### config.mk
export PLATFORM = sky130hd
export DESIGN_NAME = fast_mask_builder
export DESIGN_NICKNAME = d
export VERILOG_FILES = /design/src/rtl/fast_pkg.sv /design/src/rtl/fast_pixel_cmp.sv /design/src/rtl/fast_mask_builder.sv
export SDC_FILE = /design/constraint.sdc
export NUM_CORES = 1
export LEC_CHECK = 0
export CORE_ASPECT_RATIO = 1.2
export CORE_MARGIN = 8
export CORE_UTILIZATION = 57
export DETAILED_ROUTE_END_ITERATION = 12
export PLACE_DENSITY = 0.86
export SKIP_CTS_REPAIR_TIMING = 1
export SLEW_MARGIN = 20
export SYNTH_ARGS = -nofsm -noshare
export SYNTH_HDL_FRONTEND = slang
export SYNTH_SLANG_ARGS = --single-unit
export TNS_END_PERCENT = 100
### constraint.sdc
create_clock -name clk -period 8.15 [get_ports clk]
set_input_delay 1.2225 -clock clk [delete_from_list [all_inputs] [get_ports clk]]
set_output_delay 1.2225 -clock clk [all_outputs]
set_load 0.005 [all_outputs]
### src/rtl/fast_pkg.sv
// Shared types and sizing for the FAST mask builder slice.
// Optional score path is enabled with FAST_SCORE_EN.
package fast_pkg;

    localparam int CIRCLE_N = 16;
    localparam int MASK_W   = 16;

    typedef logic [MASK_W-1:0] fast_mask_t;

    typedef enum logic [1:0] {
        IDLE,
        COLLECT,
        HOLD
    } fast_bld_state_t;

    function automatic int score_w(input int pixel_w);
        return pixel_w + 4;
    endfunction

endpackage

### src/rtl/fast_pixel_cmp.sv
// Thresholds one circle pixel against centre c with threshold t (diff output only with FAST_SCORE_EN).
// Latency: purely combinational.
// Backpressure: none; no state.
module fast_pixel_cmp #(
    parameter int PIXEL_W = 8
) (
    input  logic [PIXEL_W-1:0] c,
    input  logic [PIXEL_W-1:0] t,
    input  logic [PIXEL_W-1:0] p,
    output logic               darker,
    output logic               brighter
`ifdef FAST_SCORE_EN
    ,
    output logic [PIXEL_W-1:0] diff
`endif
);

    // One extra bit so c+t never wraps and c-t underflow is caught by the c>=t guard.
    logic [PIXEL_W:0] c_x;
    logic [PIXEL_W:0] t_x;
    logic [PIXEL_W:0] p_x;
    logic [PIXEL_W:0] lo;
    logic [PIXEL_W:0] hi;

    assign c_x = {1'b0, c};
    assign t_x = {1'b0, t};
    assign p_x = {1'b0, p};
    assign lo  = c_x - t_x;
    assign hi  = c_x + t_x;

    assign darker   = (c_x >= t_x) && (p_x < lo);
    assign brighter = (p_x > hi);

`ifdef FAST_SCORE_EN
    // Both differences are below 2**PIXEL_W whenever their flag is set.
    always_comb begin
        diff = '0;
        if (brighter) begin
            diff = PIXEL_W'(p_x - hi);
        end else if (darker) begin
            diff = PIXEL_W'(lo - p_x);
        end
    end
`endif

endmodule

### src/rtl/fast_mask_builder.sv
// Builds 16-bit darker/brighter masks from a 17-beat pixel packet (centre, then circle 0..15); FAST_SCORE_EN adds score.
// Latency: out_valid rises the cycle after the 16th circle beat is accepted.
// Backpressure: in_ready drops while results are held; masks stay until out_ready, ce=0 freezes everything.
module fast_mask_builder
    import fast_pkg::*;
#(
    parameter int PIXEL_W = 8
) (
    input  logic               clk,
    input  logic               rst,
    input  logic               ce,
    input  logic [PIXEL_W-1:0] thresh,
    input  logic               in_valid,
    output logic               in_ready,
    input  logic               in_sop,
    input  logic [PIXEL_W-1:0] in_pixel,
    output logic               out_valid,
    input  logic               out_ready,
    output logic [15:0]        mask_d,
    output logic [15:0]        mask_b,
    output logic               sync_err
`ifdef FAST_SCORE_EN
    ,
    output logic [score_w(PIXEL_W)-1:0] score
`endif
);

    localparam logic [3:0] LAST_IDX = 4'(CIRCLE_N - 1);

    fast_bld_state_t    state_q;
    fast_bld_state_t    state_d;
    logic [3:0]         count_q;
    logic [3:0]         bit_idx;
    logic [PIXEL_W-1:0] c_q;
    logic [PIXEL_W-1:0] t_q;
    fast_mask_t         mask_d_q;
    fast_mask_t         mask_b_q;
    logic               sync_err_q;

    logic accept;
    logic start;
    logic write;
    logic drop;
    logic px_darker;
    logic px_brighter;

`ifdef FAST_SCORE_EN
    localparam int SCORE_W = score_w(PIXEL_W);
    logic [PIXEL_W-1:0] px_diff;
    logic [SCORE_W-1:0] sum_b_q;
    logic [SCORE_W-1:0] sum_d_q;
    logic [SCORE_W-1:0] sum_b_nx;
    logic [SCORE_W-1:0] sum_d_nx;
    logic [SCORE_W-1:0] score_q;
`endif

    assign in_ready  = ce && !rst && (state_q != HOLD);
    assign accept    = in_valid && in_ready;
    assign out_valid = (state_q == HOLD);
    assign mask_d    = mask_d_q;
    assign mask_b    = mask_b_q;
    assign sync_err  = sync_err_q;
    assign bit_idx   = LAST_IDX - count_q;

    fast_pixel_cmp #(
        .PIXEL_W (PIXEL_W)
    ) u_cmp (
        .c        (c_q),
        .t        (t_q),
        .p        (in_pixel),
        .darker   (px_darker),
        .brighter (px_brighter)
`ifdef FAST_SCORE_EN
        ,
        .diff     (px_diff)
`endif
    );

    always_comb begin
        state_d = state_q;
        start   = 1'b0;
        write   = 1'b0;
        drop    = 1'b0;
        case (state_q)
            IDLE: begin
                if (accept) begin
                    if (in_sop) begin
                        start   = 1'b1;
                        state_d = COLLECT;
                    end else begin
                        drop = 1'b1;
                    end
                end
            end
            COLLECT: begin
                if (accept) begin
                    // A fresh sop mid-packet is a silent resync, not an error.
                    if (in_sop) begin
                        start = 1'b1;
                    end else begin
                        write = 1'b1;
                        if (count_q == LAST_IDX) begin
                            state_d = HOLD;
                        end
                    end
                end
            end
            HOLD: begin
                if (out_ready) begin
                    state_d = IDLE;
                end
            end
            default: state_d = IDLE;
        endcase
    end

    always_ff @(posedge clk) begin
        if (rst) begin
            state_q    <= IDLE;
            count_q    <= '0;
            c_q        <= '0;
            t_q        <= '0;
            mask_d_q   <= '0;
            mask_b_q   <= '0;
            sync_err_q <= 1'b0;
        end else if (ce) begin
            state_q    <= state_d;
            sync_err_q <= drop;
            if (start) begin
                c_q      <= in_pixel;
                t_q      <= thresh;
                mask_d_q <= '0;
                mask_b_q <= '0;
                count_q  <= '0;
            end else if (write) begin
                mask_d_q[bit_idx] <= px_darker;
                mask_b_q[bit_idx] <= px_brighter;
                count_q           <= count_q + 4'd1;
            end
        end
    end

`ifdef FAST_SCORE_EN
    always_comb begin
        sum_b_nx = sum_b_q + (px_brighter ? SCORE_W'(px_diff) : '0);
        sum_d_nx = sum_d_q + (px_darker   ? SCORE_W'(px_diff) : '0);
    end

    always_ff @(posedge clk) begin
        if (rst) begin
            sum_b_q <= '0;
            sum_d_q <= '0;
            score_q <= '0;
        end else if (ce) begin
            if (start) begin
                sum_b_q <= '0;
                sum_d_q <= '0;
            end else if (write) begin
                sum_b_q <= sum_b_nx;
                sum_d_q <= sum_d_nx;
                if (count_q == LAST_IDX) begin
                    score_q <= (sum_b_nx > sum_d_nx) ? sum_b_nx : sum_d_nx;
                end
            end
        end
    end

    assign score = score_q;
`endif

endmodule

==> results by group <==
Min path
  – Hold Startpoint: mask_b[10]
  – Min-delay worst type: register to register
  – WHS Endpoint: mask_b[10]
  – Hold-critical path depth: 2

Clock network
  – Clock Tree Buf Depth: 2
  – Cell chosen for the clock root: clkbuf_8
  – Clock latency reported for the late side of the worst-skew pair: between 300 and 400 ps
  – TritonCTS clock tree: built
  – Count of clock tree sinks: 55
  – Number of levels in the clock H-tree: 2
  – Clock-pin slew on the worst setup and hold paths: roughly 100 ps
  – Number of CTS-inserted buffers: 5

GRT
  – Overflow after GRT: 0
  – Routing usage on met3: 0.04446
  – Global routing met2 resource utilization: 0.3206
  – Number of antenna violations at the first check in global routing: 0
  – Global-route wire length before repair: roughly 13000 um
  – Global-route total usage across every layer: 0.1806
  – Gr busiest metal: met2
  – Vias in the first global route: between 2000 and 3000
  – Pin count of the biggest net entering global routing: 33
  – GR Layer Usage met1: 0.2013

Place
  – Post-Place Setup Slack: just under 4000 ps
  – Final HPWL DP: approximately 5800 um
  – Final weighted congestion in routability-driven placement: approximately 0.90
  – Placed cell area: roughly 0.0037 mm^2
  – Number of cells after detailed placement: 473
  – Count of buffers from port buffering: between 50 and 60

Floorplanning
  – Starting density of the core: 0.5932
  – Vertical die dimension: 97.62 um
  – Die Outline Area: 0.008202 mm^2
  – Number of placed I/O pins: 57
  – Horizontal die dimension: about 84 um
  – Number of rows in the core area: 29
  – Core area: 0.005334 mm^2

Layout
  – Layout Cell Area excl Fill: about 0.0038 mm^2
  – Fraction of final layout cells with drive strength greater than 1: 0.06444
  – Number of nets in the layout: approximately 480
  – Diodes inserted: 0
  – Fill cell count: 433
  – Post-layout instance count excluding filler cells: just under 500
  – Layout overhead on the synthesized area: 21.04%

Yosys
  – Most used standard cells in the synthesized netlist: dfxtp_1, nand3_1, nand2_1
  – Net count after synthesis: 430
  – Synth async-reset ratio: 0
  – Top-count cell post-synth: dfxtp_1
  – Portion of the post-synthesis area used by sequential elements: 0.3480
  – Netlist area before placement: ~0.0032 mm^2
  – Most used flip-flop cell after synthesis: dfxtp_1
  – Number of cells produced by synthesis: around 370
  – Dominant cell type by area after synthesis: dfxtp_1
  – Top area cells in the synthesized netlist: dfxtp_1, ha_1, nand3_1
  – Post-synth top area share: 0.3480
  – Number of enable flip-flop cells after synthesis: 0
  – Count of yosys warnings during synthesis: 0
  – Mean instance size in the synthesized netlist: 8.529 um^2
  – Count of different cell masters after synthesis: 52
  – Post-synthesis register bit count: 55

Drt
  – DRC: 0
  – Sum of routed wire length over all layers: ~7400 um
  – Routed via count divided by cell count: roughly 5.7
  – Routed length per instance: 15.39 um
  – Overall via count from detail_route: 2729
  – Detailed router's first-iteration violation count: between 100 and 150
  – Number of nets still failing antenna checks after routing: 0
  – Length of the first detailed-routing pass in iterations: 4

STA
  – Post-route clock skew: between 10 and 15 ps
  – Maximum achievable frequency: 0.2328 GHz
  – Number of max-slew violations in the final report: 0
  – Setup repair after global routing missed its margin: false
  – Final setup margin: ~3900 ps
  – Period Utilization, post-route: 0.5270
  – Final Critical Period: around 4300 ps
  – Total of endpoints with negative setup slack in the final report: 0
  – Final TNS setup: 0 ps
  – Worst slew pin tran: roughly 950 ps
  – Endpoints failing hold: 0
  – Slew Limit Headroom: 0.3700

Setup path
  – Dominant cell type by count on the critical path: clkdlybuf4s50_1
  – Required time worst endpoint: around 6900 ps
  – Slack of the worst reg-to-reg path: around 4700 ps
  – Delay-heaviest family, CP: buffers and inverters
  – Critical-path cell list: clkdlybuf4s50_1 -> nor3b_1 -> clkdlybuf4s50_1
  – Crit path launch type: input pin
  – Sum of buffers and inverters on the critical path: 2
  – Worst Setup End Kind: output pin
  – Max FO, Critical Path: 23
  – Endpoint of the lowest-slack register-to-register path: mask_b[3]
  – R2R Path Start: t_q[0]
  – Critical Path Max Stage Delay: roughly 900 ps
  – Data arrival time at the worst-slack endpoint: between 3000 and 4000 ps
  – Setup CP Type: input pin to output pin
  – R2R depth: 13
  – Slowest cell on the critical path: clkdlybuf4s50_1

Pwr
  – Leakage power summed over all cells: between 0.001 and 0.0015 uW
  – VDD IR max: about 0.00012 V
  – Power density cells: between 150 and 200 mW/mm^2

Run status
  – Outcome: finished, final reports clean

Flow run
  – Maximum capacitance violations: 0
==> worst max path at each step <==
stage          startpoint          to  slack [ps]  cells past startpoint
2_1_floorplan      c_q[0]  mask_d[10]        5290                     15
3_3_place_gp          rst    in_ready        3970                      3
3_5_place_dp          rst    in_ready        3930                      3
4_1_cts               rst    in_ready        3910                      3
5_1_grt               rst    in_ready        3770                      3
6_report              rst    in_ready        3850                      3
==> registers in the layout, indices dropped and copies added (netlist names) <==
| name | flops |
|---|---|
| c_q | 8 |
| state_q | 2 |
| t_q | 8 |
| sync_err | 1 |
| mask_d | 16 |
| mask_b | 16 |
| count_q | 4 |
==> power by group <==
group          switching, uW  leakage [uW]  total (uW)  internal, uW
Combinational           71.4      0.000988         118          46.7
Clock                   89.0     0.0000558         182          93.0
Sequential              2.97      0.000444         275           272
Total                    163       0.00149         575           411
==> tightest hold or removal path, delay by kind of cell, from the launching register on <==
family | cells | cell delay [ps]
and+or+nand+nor | 1 | 60
AOI/OAI and AO/OA | 1 | 50
DFF | 1 | 320
==> layout make-up <==
class / count / area, um^2 / share of cell area
Timing Repair Buffer: 57 / 568.0 / 0.1483
Multi-Input combinational cell: 277 / 1889 / 0.4933
Clock buffer: 6 / 72.57 / 0.01895
Sequential cell: 55 / 1101 / 0.2875
Inverter: 22 / 82.58 / 0.02156
Tap cell: 62 / 77.57 / 0.02025
Clock inverter: 2 / 38.79 / 0.01013
==> through the flow <==
stage | power (uW) | hold WS, ps | util
2_1_floorplan | 371.2 | 453.0 | -
4_1_cts | 575.5 | 468.3 | 0.7152
5_1_grt | 601.8 | 491.4 | 0.7180
3_3_place_gp | 394.0 | 447.6 | 0.6943
6_report | 574.9 | 469.2 | 0.7180
3_5_place_dp | 396.2 | 455.4 | 0.6943
==> cell usage in the layout, fill, tap and decap left out, types with 2 or more instances in the layout <==
| cell | synthesis | final |
|---|---|---|
| ha_1 | 35 | 35 |
| o21ai_2 | 10 | 10 |
| nor2_1 | 21 | 21 |
| clkdlybuf4s50_1 | 0 | 56 |
| and3_1 | 2 | 2 |
| o211ai_2 | 2 | 2 |
| o21ai_0 | 14 | 14 |
| mux2i_1 | 2 | 2 |
| fa_1 | 2 | 2 |
| nand2b_1 | 6 | 6 |
| nand4_1 | 3 | 3 |
| nand3_1 | 50 | 50 |
| inv_1 | 22 | 22 |
| clkbuf_8 | 0 | 5 |
| nor2b_1 | 8 | 8 |
| xnor2_1 | 8 | 8 |
| xor2_1 | 7 | 7 |
| dfxtp_1 | 55 | 55 |
| a21o_1 | 2 | 2 |
| a211oi_1 | 3 | 3 |
| o21bai_1 | 2 | 2 |
| o21ai_1 | 11 | 11 |
| a21oi_1 | 27 | 27 |
| nand2_1 | 37 | 37 |
| o211ai_1 | 2 | 2 |
==> cell families (layout without fill, tap and decap cells) <==
family                   Yosys count  count (layout)  share of synthesized area
AND/OR/NAND/NOR                  135             135                     0.2040
AO/OA/AOI/OAI                     88              88                     0.1894
flip-flops                        55              55                     0.3480
buffers and inverters             39              87                    0.05970
adder cells (fa/ha/maj)           37              37                     0.1510
XOR/XNOR                          15              15                    0.04152
multiplexers                       2               2                   0.006327
==> per-layer routing <==
layer  vias to the layer above  routed length (um)
met3                        13                 391
met4                         0                 137
met5                         -                   0
li1                       1386                   -
met2                        63                3726
met1                      1267                3149
Note: power is estimated with default switching activity, not from simulation.
